### config.mk
export PLATFORM = sky130hd
export DESIGN_NAME = id_ex_stage
export DESIGN_NICKNAME = d
export VERILOG_FILES = /design/src/rtl/id_ex_stage_pkg.sv /design/src/rtl/id_ex_stage_imm_gen.sv /design/src/rtl/id_ex_stage.sv
export SDC_FILE = /design/constraint.sdc
export NUM_CORES = 1
export LEC_CHECK = 0
export ABC_AREA = 1
export BUFFER_PORTS_ARGS = -buffer_cell sky130_fd_sc_hd__buf_2
export CAP_MARGIN = 20
export CORE_ASPECT_RATIO = 1.75
export CORE_MARGIN = 2
export CORE_UTILIZATION = 44
export CTS_BUF_LIST = sky130_fd_sc_hd__clkbuf_4 sky130_fd_sc_hd__clkbuf_8
export DETAILED_ROUTE_END_ITERATION = 6
export MAX_ROUTING_LAYER = met4
export PLACE_DENSITY = 0.74
export SLEW_MARGIN = 15
export SYNTH_ARGS = -nofsm -noshare
export SYNTH_HDL_FRONTEND = slang
export SYNTH_SLANG_ARGS = --single-unit
export TNS_END_PERCENT = 10
### constraint.sdc
create_clock -name Clk_i -period 3.1 [get_ports Clk_i]
set_clock_uncertainty 0.1 [all_clocks]
set_input_delay 0.93 -clock Clk_i [delete_from_list [all_inputs] [get_ports Clk_i]]
set_output_delay 0.93 -clock Clk_i [all_outputs]
set_load 0.05 [all_outputs]
### src/rtl/id_ex_stage_pkg.sv
// Shared definitions for the ID/EX stage: ALU encodings, RV32I opcodes,
// funct3 values, immediate/operand selectors and the stage register layout.
package id_ex_stage_pkg;

  localparam logic [3:0] ALU_ADD  = 4'd0;
  localparam logic [3:0] ALU_SUB  = 4'd1;
  localparam logic [3:0] ALU_SLL  = 4'd2;
  localparam logic [3:0] ALU_SLT  = 4'd3;
  localparam logic [3:0] ALU_SLTU = 4'd4;
  localparam logic [3:0] ALU_XOR  = 4'd5;
  localparam logic [3:0] ALU_SRL  = 4'd6;
  localparam logic [3:0] ALU_SRA  = 4'd7;
  localparam logic [3:0] ALU_OR   = 4'd8;
  localparam logic [3:0] ALU_AND  = 4'd9;

  localparam logic [6:0] OPC_OP     = 7'b0110011;
  localparam logic [6:0] OPC_OP_IMM = 7'b0010011;
  localparam logic [6:0] OPC_LOAD   = 7'b0000011;
  localparam logic [6:0] OPC_STORE  = 7'b0100011;
  localparam logic [6:0] OPC_LUI    = 7'b0110111;
  localparam logic [6:0] OPC_AUIPC  = 7'b0010111;
  localparam logic [6:0] OPC_JAL    = 7'b1101111;
  localparam logic [6:0] OPC_JALR   = 7'b1100111;
  localparam logic [6:0] OPC_BRANCH = 7'b1100011;

  localparam logic [2:0] F3_ADD_SUB = 3'b000;
  localparam logic [2:0] F3_SLL     = 3'b001;
  localparam logic [2:0] F3_SLT     = 3'b010;
  localparam logic [2:0] F3_SLTU    = 3'b011;
  localparam logic [2:0] F3_XOR     = 3'b100;
  localparam logic [2:0] F3_SRL_SRA = 3'b101;
  localparam logic [2:0] F3_OR      = 3'b110;
  localparam logic [2:0] F3_AND     = 3'b111;

  typedef enum logic [2:0] {IMM_NONE, IMM_I, IMM_S, IMM_B, IMM_U, IMM_J} imm_type_e;
  typedef enum logic [1:0] {SEL_A_RS1, SEL_A_PC, SEL_A_ZERO} sel_a_e;
  typedef enum logic [1:0] {SEL_B_RS2, SEL_B_IMM, SEL_B_FOUR} sel_b_e;

  typedef struct packed {
    logic        valid;
    logic [3:0]  alu_op;
    sel_a_e      sel_a;
    sel_b_e      sel_b;
    logic        reg_write;
    logic        mem_read;
    logic        mem_write;
    logic        branch;
    logic        jump;
    logic        illegal;
    logic [4:0]  rd;
    logic [4:0]  rs1;
    logic [4:0]  rs2;
    logic [2:0]  funct3;
    logic [31:0] pc;
    logic [31:0] rs1_data;
    logic [31:0] rs2_data;
    logic [31:0] imm;
  } id_ex_t;

  function automatic imm_type_e imm_type_of(input logic [6:0] opcode);
    case (opcode)
      OPC_OP_IMM, OPC_LOAD, OPC_JALR: return IMM_I;
      OPC_STORE:                      return IMM_S;
      OPC_BRANCH:                     return IMM_B;
      OPC_LUI, OPC_AUIPC:             return IMM_U;
      OPC_JAL:                        return IMM_J;
      default:                        return IMM_NONE;
    endcase
  endfunction

  // funct7[5] selects SUB only for register-register ops; ADDI ignores it
  function automatic logic [3:0] alu_op_of(input logic [2:0] funct3,
                                           input logic funct7_b5,
                                           input logic is_op_imm);
    case (funct3)
      F3_ADD_SUB: return (funct7_b5 && !is_op_imm) ? ALU_SUB : ALU_ADD;
      F3_SLL:     return ALU_SLL;
      F3_SLT:     return ALU_SLT;
      F3_SLTU:    return ALU_SLTU;
      F3_XOR:     return ALU_XOR;
      F3_SRL_SRA: return funct7_b5 ? ALU_SRA : ALU_SRL;
      F3_OR:      return ALU_OR;
      default:    return ALU_AND;
    endcase
  endfunction

endpackage

### src/rtl/id_ex_stage_imm_gen.sv
// Combinational RV32I immediate extraction; format chosen from the opcode,
// result sign-extended from instruction bit 31.
module id_ex_stage_imm_gen
  import id_ex_stage_pkg::*;
(
  input  logic [31:0] instr_i,
  output logic [31:0] imm_o
);

  always_comb begin
    imm_o = '0;
    case (imm_type_of(instr_i[6:0]))
      IMM_I: imm_o = {{20{instr_i[31]}}, instr_i[31:20]};
      IMM_S: imm_o = {{20{instr_i[31]}}, instr_i[31:25], instr_i[11:7]};
      IMM_B: imm_o = {{19{instr_i[31]}}, instr_i[31], instr_i[7],
                      instr_i[30:25], instr_i[11:8], 1'b0};
      IMM_U: imm_o = {instr_i[31:12], 12'b0};
      IMM_J: imm_o = {{11{instr_i[31]}}, instr_i[31], instr_i[19:12],
                      instr_i[20], instr_i[30:21], 1'b0};
      default: imm_o = '0;
    endcase
  end

endmodule

### src/rtl/id_ex_stage.sv
// ID/EX pipeline register for the RV32I core: decodes ALU controls, forwards
// from EX/MEM and MEM/WB, and flags load-use hazards back to decode.
module id_ex_stage
  import id_ex_stage_pkg::*;
#(
  parameter int XLEN = 32
) (
  input  logic            Clk_i,
  input  logic            Rst_i,
  input  logic            Valid_i,
  input  logic [31:0]     Instr_i,
  input  logic [XLEN-1:0] Pc_i,
  input  logic [XLEN-1:0] Rs1Data_i,
  input  logic [XLEN-1:0] Rs2Data_i,
  input  logic            Stall_i,
  input  logic            Flush_i,
  input  logic            ExMemRegWrite_i,
  input  logic [4:0]      ExMemRd_i,
  input  logic [XLEN-1:0] ExMemResult_i,
  input  logic            MemWbRegWrite_i,
  input  logic [4:0]      MemWbRd_i,
  input  logic [XLEN-1:0] MemWbResult_i,
  output logic [3:0]      AluOp_o,
  output logic [XLEN-1:0] AluInA_o,
  output logic [XLEN-1:0] AluInB_o,
  output logic [XLEN-1:0] StoreData_o,
  output logic            Valid_o,
  output logic            RegWrite_o,
  output logic            MemRead_o,
  output logic            MemWrite_o,
  output logic            Branch_o,
  output logic            Jump_o,
  output logic            Illegal_o,
  output logic [4:0]      Rd_o,
  output logic [2:0]      Funct3_o,
  output logic [XLEN-1:0] Pc_o,
  output logic            LoadUseHazard_o
);

  id_ex_t    stage_q, stage_d;
  logic [31:0] imm_raw;
  logic [31:0] rs1_fwd, rs2_fwd;
  logic [6:0]  opcode;
  logic [2:0]  funct3;

  assign opcode = Instr_i[6:0];
  assign funct3 = Instr_i[14:12];

  id_ex_stage_imm_gen u_imm_gen (
    .instr_i (Instr_i),
    .imm_o   (imm_raw)
  );

  always_comb begin
    rs1_fwd = stage_q.rs1_data;
    if (ExMemRegWrite_i && (ExMemRd_i != 5'd0) && (ExMemRd_i == stage_q.rs1))
      rs1_fwd = ExMemResult_i;
    else if (MemWbRegWrite_i && (MemWbRd_i != 5'd0) && (MemWbRd_i == stage_q.rs1))
      rs1_fwd = MemWbResult_i;

    rs2_fwd = stage_q.rs2_data;
    if (ExMemRegWrite_i && (ExMemRd_i != 5'd0) && (ExMemRd_i == stage_q.rs2))
      rs2_fwd = ExMemResult_i;
    else if (MemWbRegWrite_i && (MemWbRd_i != 5'd0) && (MemWbRd_i == stage_q.rs2))
      rs2_fwd = MemWbResult_i;
  end

  always_comb begin
    stage_d = stage_q;
    if (Flush_i) begin
      stage_d.valid     = 1'b0;
      stage_d.reg_write = 1'b0;
      stage_d.mem_read  = 1'b0;
      stage_d.mem_write = 1'b0;
      stage_d.branch    = 1'b0;
      stage_d.jump      = 1'b0;
      stage_d.illegal   = 1'b0;
    end else if (Stall_i) begin
      // capture forwarded operands so they outlive the producer retiring
      stage_d.rs1_data = rs1_fwd;
      stage_d.rs2_data = rs2_fwd;
    end else begin
      stage_d.valid     = Valid_i;
      stage_d.alu_op    = ALU_ADD;
      stage_d.sel_a     = SEL_A_RS1;
      stage_d.sel_b     = SEL_B_RS2;
      stage_d.reg_write = 1'b0;
      stage_d.mem_read  = 1'b0;
      stage_d.mem_write = 1'b0;
      stage_d.branch    = 1'b0;
      stage_d.jump      = 1'b0;
      stage_d.illegal   = 1'b0;
      stage_d.rd        = Instr_i[11:7];
      stage_d.rs1       = Instr_i[19:15];
      stage_d.rs2       = Instr_i[24:20];
      stage_d.funct3    = funct3;
      stage_d.pc        = Pc_i;
      stage_d.rs1_data  = Rs1Data_i;
      stage_d.rs2_data  = Rs2Data_i;
      stage_d.imm       = imm_raw;
      case (opcode)
        OPC_OP: begin
          stage_d.alu_op    = alu_op_of(funct3, Instr_i[30], 1'b0);
          stage_d.reg_write = 1'b1;
        end
        OPC_OP_IMM: begin
          stage_d.alu_op    = alu_op_of(funct3, Instr_i[30], 1'b1);
          stage_d.sel_b     = SEL_B_IMM;
          stage_d.reg_write = 1'b1;
          // shift immediates carry funct7 in the upper bits; keep shamt only
          if ((funct3 == F3_SLL) || (funct3 == F3_SRL_SRA))
            stage_d.imm = {27'b0, imm_raw[4:0]};
        end
        OPC_LOAD: begin
          stage_d.sel_b     = SEL_B_IMM;
          stage_d.reg_write = 1'b1;
          stage_d.mem_read  = 1'b1;
        end
        OPC_STORE: begin
          stage_d.sel_b     = SEL_B_IMM;
          stage_d.mem_write = 1'b1;
        end
        OPC_LUI: begin
          stage_d.sel_a     = SEL_A_ZERO;
          stage_d.sel_b     = SEL_B_IMM;
          stage_d.reg_write = 1'b1;
        end
        OPC_AUIPC: begin
          stage_d.sel_a     = SEL_A_PC;
          stage_d.sel_b     = SEL_B_IMM;
          stage_d.reg_write = 1'b1;
        end
        OPC_JAL, OPC_JALR: begin
          stage_d.sel_a     = SEL_A_PC;
          stage_d.sel_b     = SEL_B_FOUR;
          stage_d.reg_write = 1'b1;
          stage_d.jump      = 1'b1;
        end
        OPC_BRANCH: begin
          stage_d.alu_op = ALU_SUB;
          stage_d.branch = 1'b1;
        end
        default: stage_d.illegal = 1'b1;
      endcase
      if (Instr_i[11:7] == 5'd0) stage_d.reg_write = 1'b0;
      if (!Valid_i) begin
        stage_d.reg_write = 1'b0;
        stage_d.mem_read  = 1'b0;
        stage_d.mem_write = 1'b0;
        stage_d.branch    = 1'b0;
        stage_d.jump      = 1'b0;
        stage_d.illegal   = 1'b0;
      end
    end
  end

  always_ff @(posedge Clk_i) begin
    if (Rst_i) begin
      stage_q        <= '0;
      stage_q.alu_op <= ALU_ADD;
      stage_q.sel_a  <= SEL_A_RS1;
      stage_q.sel_b  <= SEL_B_RS2;
    end else begin
      stage_q <= stage_d;
    end
  end

  always_comb begin
    case (stage_q.sel_a)
      SEL_A_RS1: AluInA_o = rs1_fwd;
      SEL_A_PC:  AluInA_o = stage_q.pc;
      default:   AluInA_o = '0;
    endcase
    case (stage_q.sel_b)
      SEL_B_RS2: AluInB_o = rs2_fwd;
      SEL_B_IMM: AluInB_o = stage_q.imm;
      default:   AluInB_o = 32'd4;
    endcase
  end

  assign StoreData_o = rs2_fwd;
  assign AluOp_o     = stage_q.alu_op;
  assign Valid_o     = stage_q.valid;
  assign RegWrite_o  = stage_q.reg_write;
  assign MemRead_o   = stage_q.mem_read;
  assign MemWrite_o  = stage_q.mem_write;
  assign Branch_o    = stage_q.branch;
  assign Jump_o      = stage_q.jump;
  assign Illegal_o   = stage_q.illegal;
  assign Rd_o        = stage_q.rd;
  assign Funct3_o    = stage_q.funct3;
  assign Pc_o        = stage_q.pc;

  assign LoadUseHazard_o = stage_q.valid && stage_q.mem_read && (stage_q.rd != 5'd0) &&
                           Valid_i && ((stage_q.rd == Instr_i[19:15]) ||
                                       (stage_q.rd == Instr_i[24:20]));

endmodule
# Yosys cells after proc, flatten, opt, wreduce, memory -nomap -nowiden
# Cells that the tools add are included.
[word_totals]
regBits = 161
input_bits = 209
output_inout_bits = 148
elab_cells = 102
[classes]
n_eq_ne = 28
mux = 26
bitwise = 2
reduce_logical = 28
[op_table]
columns = ["op", "count"]
rows = [
  ["$mux 32", 6],
  ["$pmux 32 s5", 1],
  ["$pmux 32 s2", 2],
  ["$mux 64", 1],
  ["$pmux 4 s7", 2],
  ["$eq 5x5->1", 6],
  ["$eq 7x6->1 const B", 3],
  ["$eq 7x7->1 const B", 3],
  ["$eq 3x3->1 const B", 5],
  ["$pmux 3 s5", 1],
  ["$reduce_bool 5->1", 3],
  ["$eq 7x5->1 const B", 2],
  ["$eq 3x2->1 const B", 4],
  ["$pmux 4 s3", 1],
  ["$logic_and 1x1->1", 10],
  ["$mux 1", 9],
  ["$reduce_or 9->1", 1],
  ["$pmux 2 s2", 2],
  ["$eq 7x2->1 const B", 1],
  ["$reduce_or 7->1", 1],
  ["$eq 3x1->1 const B", 2],
  ["$mux 6", 1],
  ["$reduce_or 2->1", 3],
  ["$reduce_or 3->1", 2],
  ["other kinds (8)", 12],
]

# Depth between registers and ports, before layout
[depth]
ltp_word = 7
mapped_depth = 13
ltp_nobuf = 12

# Modules after synthesis
# A second synthesis with hierarchy kept.
[hier_totals]
cells_unflattened = 1740
hier_area_um2 = 10755.3
[modules_own_cells]
columns = ["module", "n_inst", "cells_per_inst", "area_per_inst_um2", "seq_area_each_um2"]
rows = [
  ["id_ex_stage", 1, 1578, 10015.9, 3223.1],
  ["id_ex_stage_imm_gen", 1, 162, 739.5, 0.0],
]

# Worst setup path after synthesis
# OpenSTA, ideal clock, no wires.
[synth_path]
path_kind = "input -> output"
start = "in ExMemRd_i[2]"
end = "out AluInB_o[11]"
arrival_ps = 2532
required_time_ps = 2070
setup_slack_ps = -462
stages = 10
path_buffers = 2
path_cell_list = "xnor2_1 > nand2_1 > nor2_2 > and2_4 > buf_6 > buf_6 > nand3_1 > nand2_1 > nand2_1 > nand2_1"
[synth_between]
elab_chain_cells = 5
word_cells_on_any_way = 6
cone_classes = "eq/ne: 1; mux: 2; reduce/logical: 3"
[synth_lines]
columns = ["element", "line", "rtl"]
rows = [
  ["start, declared", "id_ex_stage.sv:18", "input logic [4:0] ExMemRd_i,"],
  ["$reduce_bool 5->1", "id_ex_stage.sv:62", "if (ExMemRegWrite_i && (ExMemRd_i != 5'd0) && (ExMemRd_i == stage_q.rs2))"],
  ["$logic_and 1x1->1", "id_ex_stage.sv:62", ""],
  ["$logic_and 1x1->1 *", "id_ex_stage.sv:62", ""],
  ["$mux 32 *", "id_ex_stage.sv:62", ""],
  ["via StoreData_o[11]", "id_ex_stage.sv:26", "output logic [XLEN-1:0] StoreData_o,"],
  ["$pmux 32 s2 *", "id_ex_stage.sv:174", "case (stage_q.sel_b)"],
  ["end, declared", "id_ex_stage.sv:25", "output logic [XLEN-1:0] AluInB_o,"],
]
# The timed path passes the listed nets; every way through them passes the cells marked *.

# Final worst setup path
[layout_path]
start = "in MemWbRd_i[4]"
end = "out AluInB_o[14]"
[layout_between]
elab_chain_cells = 6
word_cells_on_any_way = 7
cone_classes = "eq/ne: 1; mux: 3; reduce/logical: 3"
[layout_lines]
columns = ["element", "line", "rtl"]
rows = [
  ["start, declared", "id_ex_stage.sv:21", "input logic [4:0] MemWbRd_i,"],
  ["$reduce_bool 5->1", "id_ex_stage.sv:64", "else if (MemWbRegWrite_i && (MemWbRd_i != 5'd0) && (MemWbRd_i == stage_q.rs2))"],
  ["$logic_and 1x1->1", "id_ex_stage.sv:64", ""],
  ["$logic_and 1x1->1 *", "id_ex_stage.sv:64", ""],
  ["$mux 32 *", "id_ex_stage.sv:64", ""],
  ["$mux 32 *", "id_ex_stage.sv:62", ""],
  ["$pmux 32 s2 *", "id_ex_stage.sv:174", ""],
]
# Mark *: on every way between the ends. The rest lies on a longest branch, timed or not.

==> flow_metrics.py <==
metrics = {
    "synth": {
        "ys_seq_area_share_pct": 31.3,
        "synth-warning-count": 0,
        "syn_nets": 1885,
        "synthCells": 1676,
        "yosys_register_bits": 161,
        "synthAdderAreaFrac_pct": 0,
        "synthMuxAreaShare_pct": 0,
        "syn_area_um2": 10300,
        "syn_area_per_cell_um2": 6.14,
        "synth_xor_area_share_pct": 1.79,
        "synth.distinct_cells": 34,
        "yosys.area_share.simple_pct": 43.3,
        "synth_top_family_by_area": "simple AND/OR/NAND/NOR gates",
        "synth_compound_area_share_pct": 11.3,
    },
    "cts": {
        "clk_path_buf_depth": 2,
        "cts_root_buffer": "clkbuf_8",
        "path_clk_slew_ns": 0.10,
        "clock_sinks": 161,
        "insertion_delay_ns": 0.49,
        "htreeDepth": 4,
        "cts_tree": "built",
        "numCtsBuffers": 17,
        "hold_buffers": 0,
    },
    "route": {
        "routed_via_density": 5.72,
        "route.detailed.drc": 6,
        "routed_wl_um": 53000,
        "wire_per_inst_um": 22.4,
        "vias": 13559,
        "ant_nets": 0,
        "dr.pass1.iters": 7,
        "initialDrtViolationCount": 1233,
    },
    "setup_path": {
        "critical_path_required_ns": 2.07,
        "arrival_ns": 2.52,
        "path_cells": "buf_6, xor2_2, nor2_2, buf_12, nand3_4, buf_6, nand2_2, nand3_2, nand2_4, nand2_2, nand2_4, buf_12",
        "slowest_delay_ns": 0.21,
        "critical_path_class": "input pin to primary output",
        "endpoint_kind": "primary output",
        "crit_family": "simple AND/OR/NAND/NOR gates",
        "cp_slowest_cell": "buf_6",
        "path_buf_inv": 4,
        "cp_max_fo": 8,
        "worstSetupStartpointType": "input pin",
    },
    "place": {
        "post-place-ws_ns": -0.537,
        "io_buffers": 356,
        "gpl.final_weighted_congestion": 1.07,
        "dp_hpwl_um": 37400,
    },
    "timing": {
        "finalSetupTns_ns": -31.93,
        "setup_violations": 96,
        "hold_violations": 0,
        "period_share_pct": 114,
        "layout_setup_ws_ns": -0.448,
        "fin_crit_ns": 3.55,
        "fmax_ghz": 0.282,
        "tightest_slew_ns": 0.951,
        "timing.hold.ws_ns": 0.358,
        "slew_headroom_pct": 36.6,
        "rsz0062_at_grt": "true",
        "final-max-slew-violation-count": 0,
    },
    "grt": {
        "grt_usage_pct": 39.8,
        "grt_max_degree": 74,
        "antenna_found_initial": 10,
        "grt_pass1_vias": 12447,
        "overflow": 0,
        "grt_pass1_wl_um": 71400,
    },
    "pwr": {
        "ir_drop_mv": 0.301,
        "power_mw": 6.36,
        "power.leakage_nw": 7.79,
        "p_per_area_nw_per_um2": 392,
    },
    "floorplanning": {
        "dieArea_um2": 24700,
        "die_x_um": 120,
        "rows": 74,
        "fp.coreArea_um2": 23100,
        "ioPinCount": 357,
        "die_h_um": 206,
        "start_util_pct": 44.5,
    },
    "final_layout": {
        "layout-drive-gt1-share_pct": 40.7,
        "nets": 2253,
        "area_delta_synth_final_pct": 57.6,
        "final_cell_mix": "nand2_1 (367), buf_2 (249), nand3_1 (197), dfxtp_1 (157), nor2_1 (144)",
        "final_common_cell": "nand2_1",
    },
    "status": {
        "status": "finished, violations left",
        "violations": "design-rule violations, negative setup slack",
    },
    "flow_run": {
        "cap_violations": 0,
    },
    "min_path": {
        "hp-class": "flop to flop",
    },
}
-- area by class of cell --
class	instances	area (um2)
antenna	10	25.0
fill	1964	6920
multi-input combinational	1244	7210
sequential	161	3230
timing repair buffer	500	4490
clock inverter	15	194
tap	304	380
inverter	120	473
clock buffer	17	234
-- Yosys cell counts --
cell type    n  area share [%]
nand3_1    268              13
o211ai_1     1           0.073
and2_4      17             1.4
buf_2       41             2.0
nor2_2       5            0.30
buf_6        3            0.33
o21ai_0     69             3.4
buf_4       46             3.4
buf_1        8            0.29
dfxtp_1    161              31
o22ai_1      3            0.18
nor3_1       1           0.049
a21oi_1     97             4.7
clkinv_1     1           0.036
and2_1       2            0.12
nand3_2     20             1.9
nand2_1    514              19
buf_8        1            0.15
inv_1      113             4.1
a41oi_1      1           0.085
inv_2        6            0.22
clkbuf_1    52             1.9
a211oi_1     1           0.073
a31oi_1      1           0.061
nand4_1     10            0.61
xor2_1      10            0.85
a21oi_2      1           0.085
or3_1        1           0.061
nor2_1     158             5.8
xnor2_1     11            0.94
nor2_4       1            0.11
nand3b_1    12            0.87
a22oi_1     36             2.6
nand2_2      4            0.24
-- worst register-to-register path: stages, from the launching register on --
cell	delay, ns
dfxtp_1	0.39
xor2_2	0.21
nor2_2	0.18
buf_12	0.14
buf_12	0.12
buf_12	0.16
nand3b_1	0.16
nand3_4	0.13
buf_4	0.11
buf_4	0.09
nand3_1	0.05
nand2_1	0.08
nand2_1	0.04
-- layer usage --
metal / part of all wire [%] / GRT usage [%] / wire length, um
met1: 32 / 38.6 / 16800
met2: 48 / 66.8 / 25500
met3: 8.5 / 7.67 / 4520
met4: 12 / 36.2 / 6230
met5: 0 / - / 0
-- worst paths after layout --
check	startpoint	to	slack, ns	depth (start not counted)
max	MemWbRd_i[4]	AluInB_o[14]	-0.45	12
min	stage_q[72]$_SDFFE_PP0N_	stage_q[72]$_SDFFE_PP0N_	0.36	2
max reg2reg	stage_q[135]$_SDFFE_PP0P_	stage_q[56]$_SDFFE_PP0N_	1.06	12
min reg2reg	stage_q[72]$_SDFFE_PP0N_	stage_q[72]$_SDFFE_PP0N_	0.36	2
-- timing repair --
action	4_1_cts	5_1_grt
setup buffers	11	24
resized for setup	121	342
pin swaps	13	64
gates cloned	2	13
setup endpoints to repair	96	97
-- flip-flops by register name, summed over array words and instances, names as in the netlist --
register / count
MemWrite_o: 1
Illegal_o: 1
MemRead_o: 1
Valid_o: 1
AluOp_o: 4
Jump_o: 1
Branch_o: 1
Rd_o: 5
stage_q: 110
Funct3_o: 3
RegWrite_o: 1
Pc_o: 32
-- stage by stage --
stage | util, % | std cells | area [um2]
after floorplan | - | 1676 | 10800
after global placement | 58.4 | 2280 | 13500
final | 70.1 | 2371 | 16200
after CTS | 62.7 | 2325 | 14500
after detailed placement | 58.4 | 2280 | 13500
after global routing | 70.1 | 2371 | 16200
-- logic make-up after synthesis --
| group | count (synthesis) |
|---|---|
| AND/OR/NAND/NOR | 1013 |
| buffers and inverters | 271 |
| AO/OA/AOI/OAI | 210 |
| flip-flops | 161 |
| XOR/XNOR | 21 |
-- power breakdown --
part           internal (mW)  switching (mW)  leakage (nW)
registers               2.17          0.0777          1.32
logic                  0.881            1.48          6.27
clock network          0.818           0.929         0.207
total                   3.87            2.49          7.79
Power figures use the tool's default switching activity.
